===== config.mk =====
export PLATFORM = sky130hd
export DESIGN_NAME = scsi_fifo_sm
export DESIGN_NICKNAME = d
export VERILOG_FILES = /design/src/rtl/scsi_fifo_sm.sv
export SDC_FILE = /design/constraint.sdc
export NUM_CORES = 1
export LEC_CHECK = 0
export CORE_UTILIZATION = 35
export DETAILED_ROUTE_END_ITERATION = 8
export PLACE_DENSITY = 0.57
export RECOVER_POWER = 50
export SYNTH_ARGS = -nofsm -noshare
export SYNTH_HDL_FRONTEND = slang
export SYNTH_SLANG_ARGS = --single-unit
export TNS_END_PERCENT = 30

===== constraint.sdc =====
create_clock -name i_clk -period 3.1 [get_ports i_clk]
set_input_delay 0.31 -clock i_clk [delete_from_list [all_inputs] [get_ports i_clk]]
set_output_delay 0.31 -clock i_clk [all_outputs]
set_load 0.1 [all_outputs]

===== src/rtl/scsi_fifo_sm.sv =====
// SCSI-side DMA byte mover: runs DREQ_/DACK_ and SIOR_/SIOW_ to the SCSI controller and
// issues the one-clock FIFO control pulses, including partial-longword flush.
module scsi_fifo_sm #(
    parameter int unsigned STROBE_CYCLES  = 2,
    parameter int unsigned RECOVER_CYCLES = 1
) (
    input  logic i_clk,
    input  logic i_rst,
    input  logic i_dmaena,
    input  logic i_dmadir,
    input  logic i_dreq_n,
    input  logic i_flush,
    input  logic i_fifofull,
    input  logic i_fifoempty,
    input  logic i_boeq0,
    input  logic i_boeq3,
    output logic o_dack_n,
    output logic o_sior_n,
    output logic o_siow_n,
    output logic o_lbyte_n,
    output logic o_incbo,
    output logic o_incfifo,
    output logic o_incni,
    output logic o_decfifo,
    output logic o_incno,
    output logic o_flushdone,
    output logic o_busy
);

    typedef enum logic [2:0] {
        StIdle, StSetup, StStrobe, StLatch, StUpdate, StRecover, StFlush
    } state_t;

    localparam logic [3:0] StrobeLoad  = 4'(STROBE_CYCLES - 1);
    localparam logic [3:0] RecoverLoad = 4'(RECOVER_CYCLES - 1);

    state_t     r_state, w_state_d;
    logic [3:0] r_cnt, w_cnt_d;
    logic       r_dir, w_dir_d;
    logic       r_flush_pend, w_flush_pend_d;

    logic r_dack_n, r_sior_n, r_siow_n, r_lbyte_n;
    logic r_incbo, r_incfifo, r_incni, r_decfifo, r_incno, r_flushdone, r_busy;
    logic w_dack_n_d, w_sior_n_d, w_siow_n_d, w_lbyte_n_d;
    logic w_incbo_d, w_incfifo_d, w_incni_d, w_decfifo_d, w_incno_d, w_flushdone_d;
    logic w_decide, w_ready;

    assign w_ready = i_dmadir ? !i_fifofull : !i_fifoempty;

    always_comb begin
        w_state_d      = r_state;
        w_cnt_d        = r_cnt;
        w_dir_d        = r_dir;
        w_flush_pend_d = r_flush_pend | i_flush;
        w_dack_n_d     = r_dack_n;
        w_sior_n_d     = r_sior_n;
        w_siow_n_d     = r_siow_n;
        w_lbyte_n_d    = 1'b1;
        w_incbo_d      = 1'b0;
        w_incfifo_d    = 1'b0;
        w_incni_d      = 1'b0;
        w_decfifo_d    = 1'b0;
        w_incno_d      = 1'b0;
        w_flushdone_d  = 1'b0;
        w_decide       = 1'b0;

        unique case (r_state)
            StIdle: w_decide = 1'b1;
            StSetup: begin
                w_state_d = StStrobe;
                w_cnt_d   = StrobeLoad;
                if (r_dir) w_sior_n_d = 1'b0;
                else       w_siow_n_d = 1'b0;
            end
            StStrobe: begin
                if (r_cnt == 4'd0) begin
                    w_state_d   = StLatch;
                    w_sior_n_d  = 1'b1;
                    w_siow_n_d  = 1'b1;
                    w_lbyte_n_d = !r_dir;
                end else begin
                    w_cnt_d = r_cnt - 4'd1;
                end
            end
            StLatch: begin
                w_state_d = StUpdate;
                w_incbo_d = 1'b1;
                if (i_boeq3) begin
                    w_incfifo_d = r_dir;
                    w_incni_d   = r_dir;
                    w_decfifo_d = !r_dir;
                    w_incno_d   = !r_dir;
                end
            end
            StUpdate: begin
                w_state_d  = StRecover;
                w_dack_n_d = 1'b1;
                w_cnt_d    = RecoverLoad;
            end
            StRecover: begin
                // The last recovery clock doubles as the idle decision, giving a 6-clock byte
                if (r_cnt == 4'd0) w_decide = 1'b1;
                else               w_cnt_d  = r_cnt - 4'd1;
            end
            StFlush: begin
                w_state_d      = StIdle;
                w_flushdone_d  = 1'b1;
                w_incfifo_d    = !i_boeq0;
                w_incni_d      = !i_boeq0;
                w_flush_pend_d = i_flush;
            end
            default: w_state_d = StIdle;
        endcase

        if (w_decide) begin
            w_state_d = StIdle;
            if (r_flush_pend || i_flush) begin
                if (i_dmadir) begin
                    w_state_d = StFlush;
                end else begin
                    w_flushdone_d  = 1'b1;
                    w_flush_pend_d = 1'b0;
                end
            end else if (i_dmaena && !i_dreq_n && w_ready) begin
                w_state_d  = StSetup;
                w_dack_n_d = 1'b0;
                w_dir_d    = i_dmadir;
            end
        end
    end

    always_ff @(posedge i_clk or posedge i_rst) begin
        if (i_rst) begin
            r_state      <= StIdle;
            r_cnt        <= 4'd0;
            r_dir        <= 1'b0;
            r_flush_pend <= 1'b0;
            r_dack_n     <= 1'b1;
            r_sior_n     <= 1'b1;
            r_siow_n     <= 1'b1;
            r_lbyte_n    <= 1'b1;
            r_incbo      <= 1'b0;
            r_incfifo    <= 1'b0;
            r_incni      <= 1'b0;
            r_decfifo    <= 1'b0;
            r_incno      <= 1'b0;
            r_flushdone  <= 1'b0;
            r_busy       <= 1'b0;
        end else begin
            r_state      <= w_state_d;
            r_cnt        <= w_cnt_d;
            r_dir        <= w_dir_d;
            r_flush_pend <= w_flush_pend_d;
            r_dack_n     <= w_dack_n_d;
            r_sior_n     <= w_sior_n_d;
            r_siow_n     <= w_siow_n_d;
            r_lbyte_n    <= w_lbyte_n_d;
            r_incbo      <= w_incbo_d;
            r_incfifo    <= w_incfifo_d;
            r_incni      <= w_incni_d;
            r_decfifo    <= w_decfifo_d;
            r_incno      <= w_incno_d;
            r_flushdone  <= w_flushdone_d;
            r_busy       <= (w_state_d != StIdle);
        end
    end

    assign o_dack_n    = r_dack_n;
    assign o_sior_n    = r_sior_n;
    assign o_siow_n    = r_siow_n;
    assign o_lbyte_n   = r_lbyte_n;
    assign o_incbo     = r_incbo;
    assign o_incfifo   = r_incfifo;
    assign o_incni     = r_incni;
    assign o_decfifo   = r_decfifo;
    assign o_incno     = r_incno;
    assign o_flushdone = r_flushdone;
    assign o_busy      = r_busy;

endmodule


# After elaboration in Yosys (flattened, before gate mapping)
# Index checks and enable logic that the tools add are counted.
# op_classes
addsub	1
n_eq_ne	10
muxes	35
n_bitwise	2
n_reduce_logical	19
# op_table
op	n
1-bit 2-to-1 mux	24
3-bit case mux with 5 select lines	1
3-bit 2-to-1 mux	4
4-bit case mux with 3 select lines	1
3-bit equality test, second input constant	3
3-bit AND reduction	3
2-bit inequality test, second input constant	4
1-bit case mux with 2 select lines	4
3-bit by 2-bit equality test with 1-bit output, second input constant	2
3-bit nonzero test	2
1-bit logical NOT	5
4-bit logical NOT	1
4-bit 2-to-1 mux	1
2-bit OR reduction	2
4-bit by 1-bit subtractor with 4-bit output, second input constant	1
3-bit by 1-bit equality test with 1-bit output, second input constant	1
3-bit logical NOT	1
1-bit logical AND	2
2-bit AND reduction	1
2-bit nonzero test	1
1-bit logical OR	1
1-bit NOT	1
1-bit bitwise OR	1
# word_totals
ff_bits	18
inputBits	10
out_inout_bits	11
wordCells	80

# Longest topological paths before layout
# Gate-level depths: netlist of run 1.
# depth
depth_word	7
ltp_mapped	6
ltp_nobuf	6

# Worst setup path after synthesis of run 1
# OpenSTA, ideal clock, no wires.
# synth_timing
kind	flip-flop to flip-flop
start	register r_cnt[0]
end	register r_dir
setup_time_ns	0.125
t_arrival_ns	1.589
required_time_ns	2.975
setup_slack_ns	1.386
stages_incl_launch_ff	7
path_buffers	0
synth_period_minus_slack_ns	1.714
path_cell_list	dfrtp_1 -> inv_1 -> ha_1 -> nor3b_4 -> a21oi_1 -> nor3_2 -> mux2_2
# synth_via
elab_chain_cells	4
# synth_rtl
element	line	rtl
start, declared	38	logic [3:0] r_cnt, w_cnt_d;
start signal, assigned	151	r_cnt <= w_cnt_d;
4-bit logical NOT	102	if (r_cnt == 4'd0) w_decide = 1'b1;
1-bit 2-to-1 mux	102	
1-bit case mux with 2 select lines	67	unique case (r_state)
3-bit AND reduction (no source line)	--	
end signal, assigned	152	r_dir <= w_dir_d;
end, declared	39	logic r_dir, w_dir_d;
# Every way passes these cells.
# A chain may end at the register's enable or synchronous reset.

# Worst setup path in the final report of run 1
# Ends and elaborated chain as after synthesis.

==> impl_metrics.ini, run 1 <==
[worst_setup_path]
cp-endpoint = r_dir
crit_arrival_ns = 2.65
r2r-start = r_cnt[0]
required_ns = 3.30
critPathKind = reg2reg
cp-start-kind = flip-flop
worstPathMaxFanout = 10
critPathCaptureType = flip-flop
startpoint = r_cnt[0]
r2r_cells = 6
r2r_end = r_dir
regToRegSetupSlack_ns = 0.65

[final_layout]
layout.nets = 137
drive_above_1_share = 0.129
antenna_cells = 0
area_delta_synth_final_pct = 21.0

[synthesis]
syn_nets = 119
synthTopCellsByArea = dfrtp_1 (35%), dfstp_2 (10%), a21oi_1 (5.5%), o21ai_0 (4.5%), nand2_1 (3.4%)
synth-async-reset-ratio = 1.00
seq_area_frac_synth = 0.453
ys_types = 38
yosys.area.top_type = dfrtp_1
synth.most_common_cell = dfrtp_1
synth_common_cells = dfrtp_1 (14), a21oi_1 (11), nand2_1 (9), o21ai_0 (9), nor2_1 (7)
synth_ff_type = dfrtp_1
synth-seq-cells = 18
synth_edf_count = 0
synth_warnings = 0
synthCells = 107
syn_area_per_cell_sq_um = 9.39
synth_area_sq_um = 1000
synthDominantCellAreaShare = 0.349

[die]
start_util = 0.368
boundaryPins = 21
rows = 19
die_area_sq_um = 3090
die_x_um = 55.6
core_area_sq_um = 2730
die_h_um = 55.6

[power_and_ir_drop]
clkPwrFrac = 0.114
power_density_nw_per_um2 = 1100
comb_power_share = 0.548
power.total_mw = 1.33
p_sw_mw = 0.699
p_sw_frac = 0.525
intPower_mw = 0.634
p_leak_nw = 0.502
peakVddDrop_uv = 583
seqPwrFrac = 0.338

[global_routing]
antenna_found_initial = 0
track_usage = 0.172
grt_pass1_vias = 865
grt_overflow_total = 0
grt_max_degree = 20
grt_pass1_wl_mm = 4.08

[place]
port_buffers = 20
post-place-ws_ns = 1.13
place_hpwl_mm = 1.62
place_congestion = 0.816

[drt]
drtAntennaViolNets = 0
wl_per_cell_um = 14.6
initialDrtViolationCount = 8
drc = 0
viasPerCell = 5.61
drt-total-wl_mm = 2.27
first_pass_iters = 4
num_vias = 869

[cts]
post_cts_buffers = 0
cts-resized-gates = 0
clockBufferDepth = 2
cts_hold_buffers = 0
clkSinkCount = 18
clk_pin_slew_ns = 0.11
root_buffer = clkbuf_4
h-tree-depth = 1
clock_latency_ns = 0.31
numCtsBuffers = 3
cts_tree = built

[flow_run]
timing.max_cap.violations = 0

[sta]
setup_viol = 0
max_freq_mhz = 409
hold_ws_ns = 0.509
fin_ws_ns = 0.654
rsz0062_at_grt = no
worst_slew_pin_slew_ns = 1.16
clock_skew_ns = 0.00208
slew_viol_final = 0
fin_setup_tns_ns = 0
period_needed_ns = 2.45
relSlewSlack = 0.227
finalHoldViolCount = 0
fin_crit_sh = 0.789

[run_status]
status = complete, no violations

[worst_hold_path]
hold_class = reg2reg
hold_start = o_sior_n
==> power by group through the flow <==
stage	Sequential [mW]	Combinational [mW]	Clock (mW)
after floorplan	0.572	0.464	0
after global placement	0.457	0.739	0
after detailed placement	0.460	0.746	0
after CTS	0.455	0.747	0.160
after global routing	0.473	0.792	0.168
final	0.450	0.730	0.152
==> flip-flops by register name, indices dropped and copies added, names as in the netlist <==
register      cells
r_cnt             4
r_state           3
o_busy            1
o_dack_n          1
o_flushdone       1
o_incbo           1
o_incni           1
o_incno           1
o_lbyte_n         1
o_sior_n          1
o_siow_n          1
r_dir             1
r_flush_pend      1
==> how the worst min path moves through the flow <==
stage               end  cells past startpoint
6_report       o_sior_n                      2
5_1_grt        o_sior_n                      2
4_1_cts         o_incbo                      2
3_5_place_dp   o_siow_n                      2
3_3_place_gp   o_sior_n                      2
2_1_floorplan    o_busy                      1
==> area by class of cell <==
cell class / count / area [sq um]
fill: 284 / 1520
sequential: 18 / 455
tap: 31 / 38.8
clock buffer: 4 / 36.3
multi-input combinational: 76 / 480
inverter: 6 / 22.5
timing repair buffer: 20 / 183
==> cells in the final DEF (no fill, tap or decap), types with 2 or more instances in the layout <==
master           Yosys  layout
ha_1                 2       2
nand2_1              9       9
or3_1                3       3
a211o_1              2       2
a31oi_1              4       4
a21oi_1             11      11
nor2_1               7       7
dfstp_2              4       4
clkdlybuf4s50_1      0      15
nand3b_1             2       2
o21a_1               2       2
nand3_1              3       3
dfrtp_1             14      14
clkbuf_4             0       3
clkbuf_1             4       2
o21ai_0              9       9
inv_1                6       6
nand4_1              2       2
buf_4                2       2
==> cells by family (layout without fill, tap and decap cells) <==
kind of cell / count (synthesis) / in the layout / synth area share
AOI/OAI and AO/OA: 37 / 37 / 0.239
and+or+nand+nor: 35 / 35 / 0.204
DFF: 18 / 18 / 0.453
buffers and inverters: 13 / 30 / 0.0573
adders and majority gates: 2 / 2 / 0.0249
muxes: 2 / 2 / 0.0212
==> critical path, cell delays in order (launching register included) <==
cell and delay [ns]:
dfrtp_1 0.42, inv_1 0.11, ha_1 0.21, nor3b_1 0.82
a21oi_1 0.24, nor3_2 0.19, mux2_2 0.36
==> per-stage QoR <==
stage                     cell area [sq um]   util  std cells
final                                  1220  0.445        155
after global routing                   1220  0.445        155
after floorplan                        1000      -        107
after CTS                              1230  0.452        155
after global placement                 1200  0.438        151
after detailed placement               1200  0.438        151
==> metal layers <==
| layer | GRT usage | part of all wire |
|---|---|---|
| met3 | 0.0302 | 0.040 |
| met5 | 0 | 0 |
| met1 | 0.232 | 0.48 |
| met2 | 0.255 | 0.45 |
| met4 | 0.111 | 0.035 |
(Power assumes the default switching activity.)
==> run 2: changes to the inputs <==
==> constraint.sdc (replaced) <==
create_clock -name i_clk -period 2.4 [get_ports i_clk]
set_input_delay 0.24 -clock i_clk [delete_from_list [all_inputs] [get_ports i_clk]]
set_output_delay 0.24 -clock i_clk [all_outputs]
set_load 0.1 [all_outputs]
==> impl_metrics.ini, run 2 (synthesized netlist as in run 1, its figures left out) <==
[cts]
clockBufferDepth = 2
clkSinkCount = 18
cts-resized-gates = 0
clk_pin_slew_ns = 0.12
cts_hold_buffers = 0
numCtsBuffers = 3
cts_tree = built
clock_latency_ns = 0.31
h-tree-depth = 1
post_cts_buffers = 0
root_buffer = clkbuf_4

[die]
core_area_sq_um = 2730
start_util = 0.368
rows = 19
die_area_sq_um = 3090
die_h_um = 55.6
boundaryPins = 21
die_x_um = 55.6

[sta]
relSlewSlack = 0.231
rsz0062_at_grt = no
setup_viol = 0
hold_ws_ns = 0.462
finalHoldViolCount = 0
max_freq_mhz = 530
slew_viol_final = 0
fin_crit_sh = 0.787
period_needed_ns = 1.89
worst_slew_pin_slew_ns = 1.16
fin_setup_tns_ns = 0
clock_skew_ns = 0.0129

[final_layout]
seq_area_sq_um = 455
reg.largest.list = r_cnt (4), r_state (3)
largest-register = r_cnt
fin_cells = 157
area_delta_synth_final_pct = 21.2
layout.nets = 139
drive_above_1_share = 0.190
layout_common_cells = dfrtp_1 (14), a21oi_1 (11), o21ai_0 (9), nand2_1 (9), buf_4 (9)
final_common_cell = dfrtp_1
largest_register_ff_count = 4
multi_input_area_sq_um = 492
antenna_cells = 0
fillers = 276

[power_and_ir_drop]
power_density_nw_per_um2 = 1440
peakVddDrop_uv = 766
intPower_mw = 0.834
p_sw_mw = 0.924
p_sw_frac = 0.526
comb_power_share = 0.560
clkPwrFrac = 0.112
power.total_mw = 1.76
p_leak_nw = 0.518
seqPwrFrac = 0.328

[drt]
num_vias = 895
drtAntennaViolNets = 0
viasPerCell = 5.70
first_pass_iters = 4
initialDrtViolationCount = 23
wl_per_cell_um = 14.9
drc = 0
drt-total-wl_mm = 2.34

[global_routing]
grt_overflow_total = 0
track_usage = 0.167
grt_max_degree = 19
grt_pass1_vias = 872
grt_pass1_wl_mm = 4.06
antenna_found_initial = 0

[worst_setup_path]
cp-start-kind = flip-flop
critPathMaxStageDelay_ns = 0.50
crit_buf_inv = 1
required_ns = 2.63
cp_top_family = simple AND/OR/NAND/NOR gates
slowest_stage = or3b_2
critPathKind = reg2reg
worstPathMaxFanout = 4
cp_cell_sequence = inv_1 -> ha_1 -> or3b_2 -> nor3_1 -> nor2_1 -> o21ai_0
critPathCaptureType = flip-flop
crit_arrival_ns = 2.12

[place]
place_congestion = 0.817
dp.cells = 153
place_hpwl_mm = 1.66
port_buffers = 20

[flow_run]
timing.max_cap.violations = 0

[run_status]
status = complete, no violations

[worst_hold_path]
hold_class = in2async
run 2: cell count changes in the layout (fill, tap and decap cells not counted), sizes merged:
cell	previous run	this run
clkbuf	6	8
buf	2	9
clkdlybuf4s50	15	8
run 2: worst reg2reg max path, cell delays in order (launching register included):
cell and delay, ns:
dfrtp_1 0.42, inv_1 0.11, ha_1 0.21, or3b_2 0.50, nor3_1 0.35, nor2_1 0.07
o21ai_0 0.15
run 2: area by class of cell:
cell class | count | area share
clock buffer | 4 | 0.0298
inverter | 6 | 0.0185
multi-input combinational | 76 | 0.404
sequential | 18 | 0.374
tap | 31 | 0.0319
timing repair buffer | 22 | 0.142
run 2: worst paths after layout:
check	startpoint	to	slack, ns	cells after the start
setup / recovery	r_cnt[0]	o_siow_n	0.51	6
hold / removal	i_rst	o_incbo	0.46	2
setup reg to reg	r_cnt[0]	o_siow_n	0.51	6
hold reg to reg	o_sior_n	o_sior_n	0.50	2
max in group asynchronous	i_rst	r_dir	1.48	2
min in group i_clk	o_sior_n	o_sior_n	0.50	2
run 2: power groups by stage:
stage / logic, mW / clock network, mW / registers [mW]
6_report: 0.985 / 0.197 / 0.576
5_1_grt: 1.07 / 0.216 / 0.599
4_1_cts: 1.00 / 0.202 / 0.577
3_5_place_dp: 1.00 / 0 / 0.582
3_3_place_gp: 0.989 / 0 / 0.578
2_1_floorplan: 0.600 / 0 / 0.739
run 2: per-stage QoR:
step,area (sq um),utilization,setup slack (ns)
6_report,1220,0.445,0.512
5_1_grt,1220,0.445,0.388
4_1_cts,1230,0.451,0.540
3_5_place_dp,1200,0.438,0.485
3_3_place_gp,1200,0.438,0.556
2_1_floorplan,1000,-,0.686
run 2: routing by layer:
metal	track usage	wire (um)
met5	0	0
met4	0.0750	49
met3	0.0256	120
met2	0.269	1100
met1	0.223	1060
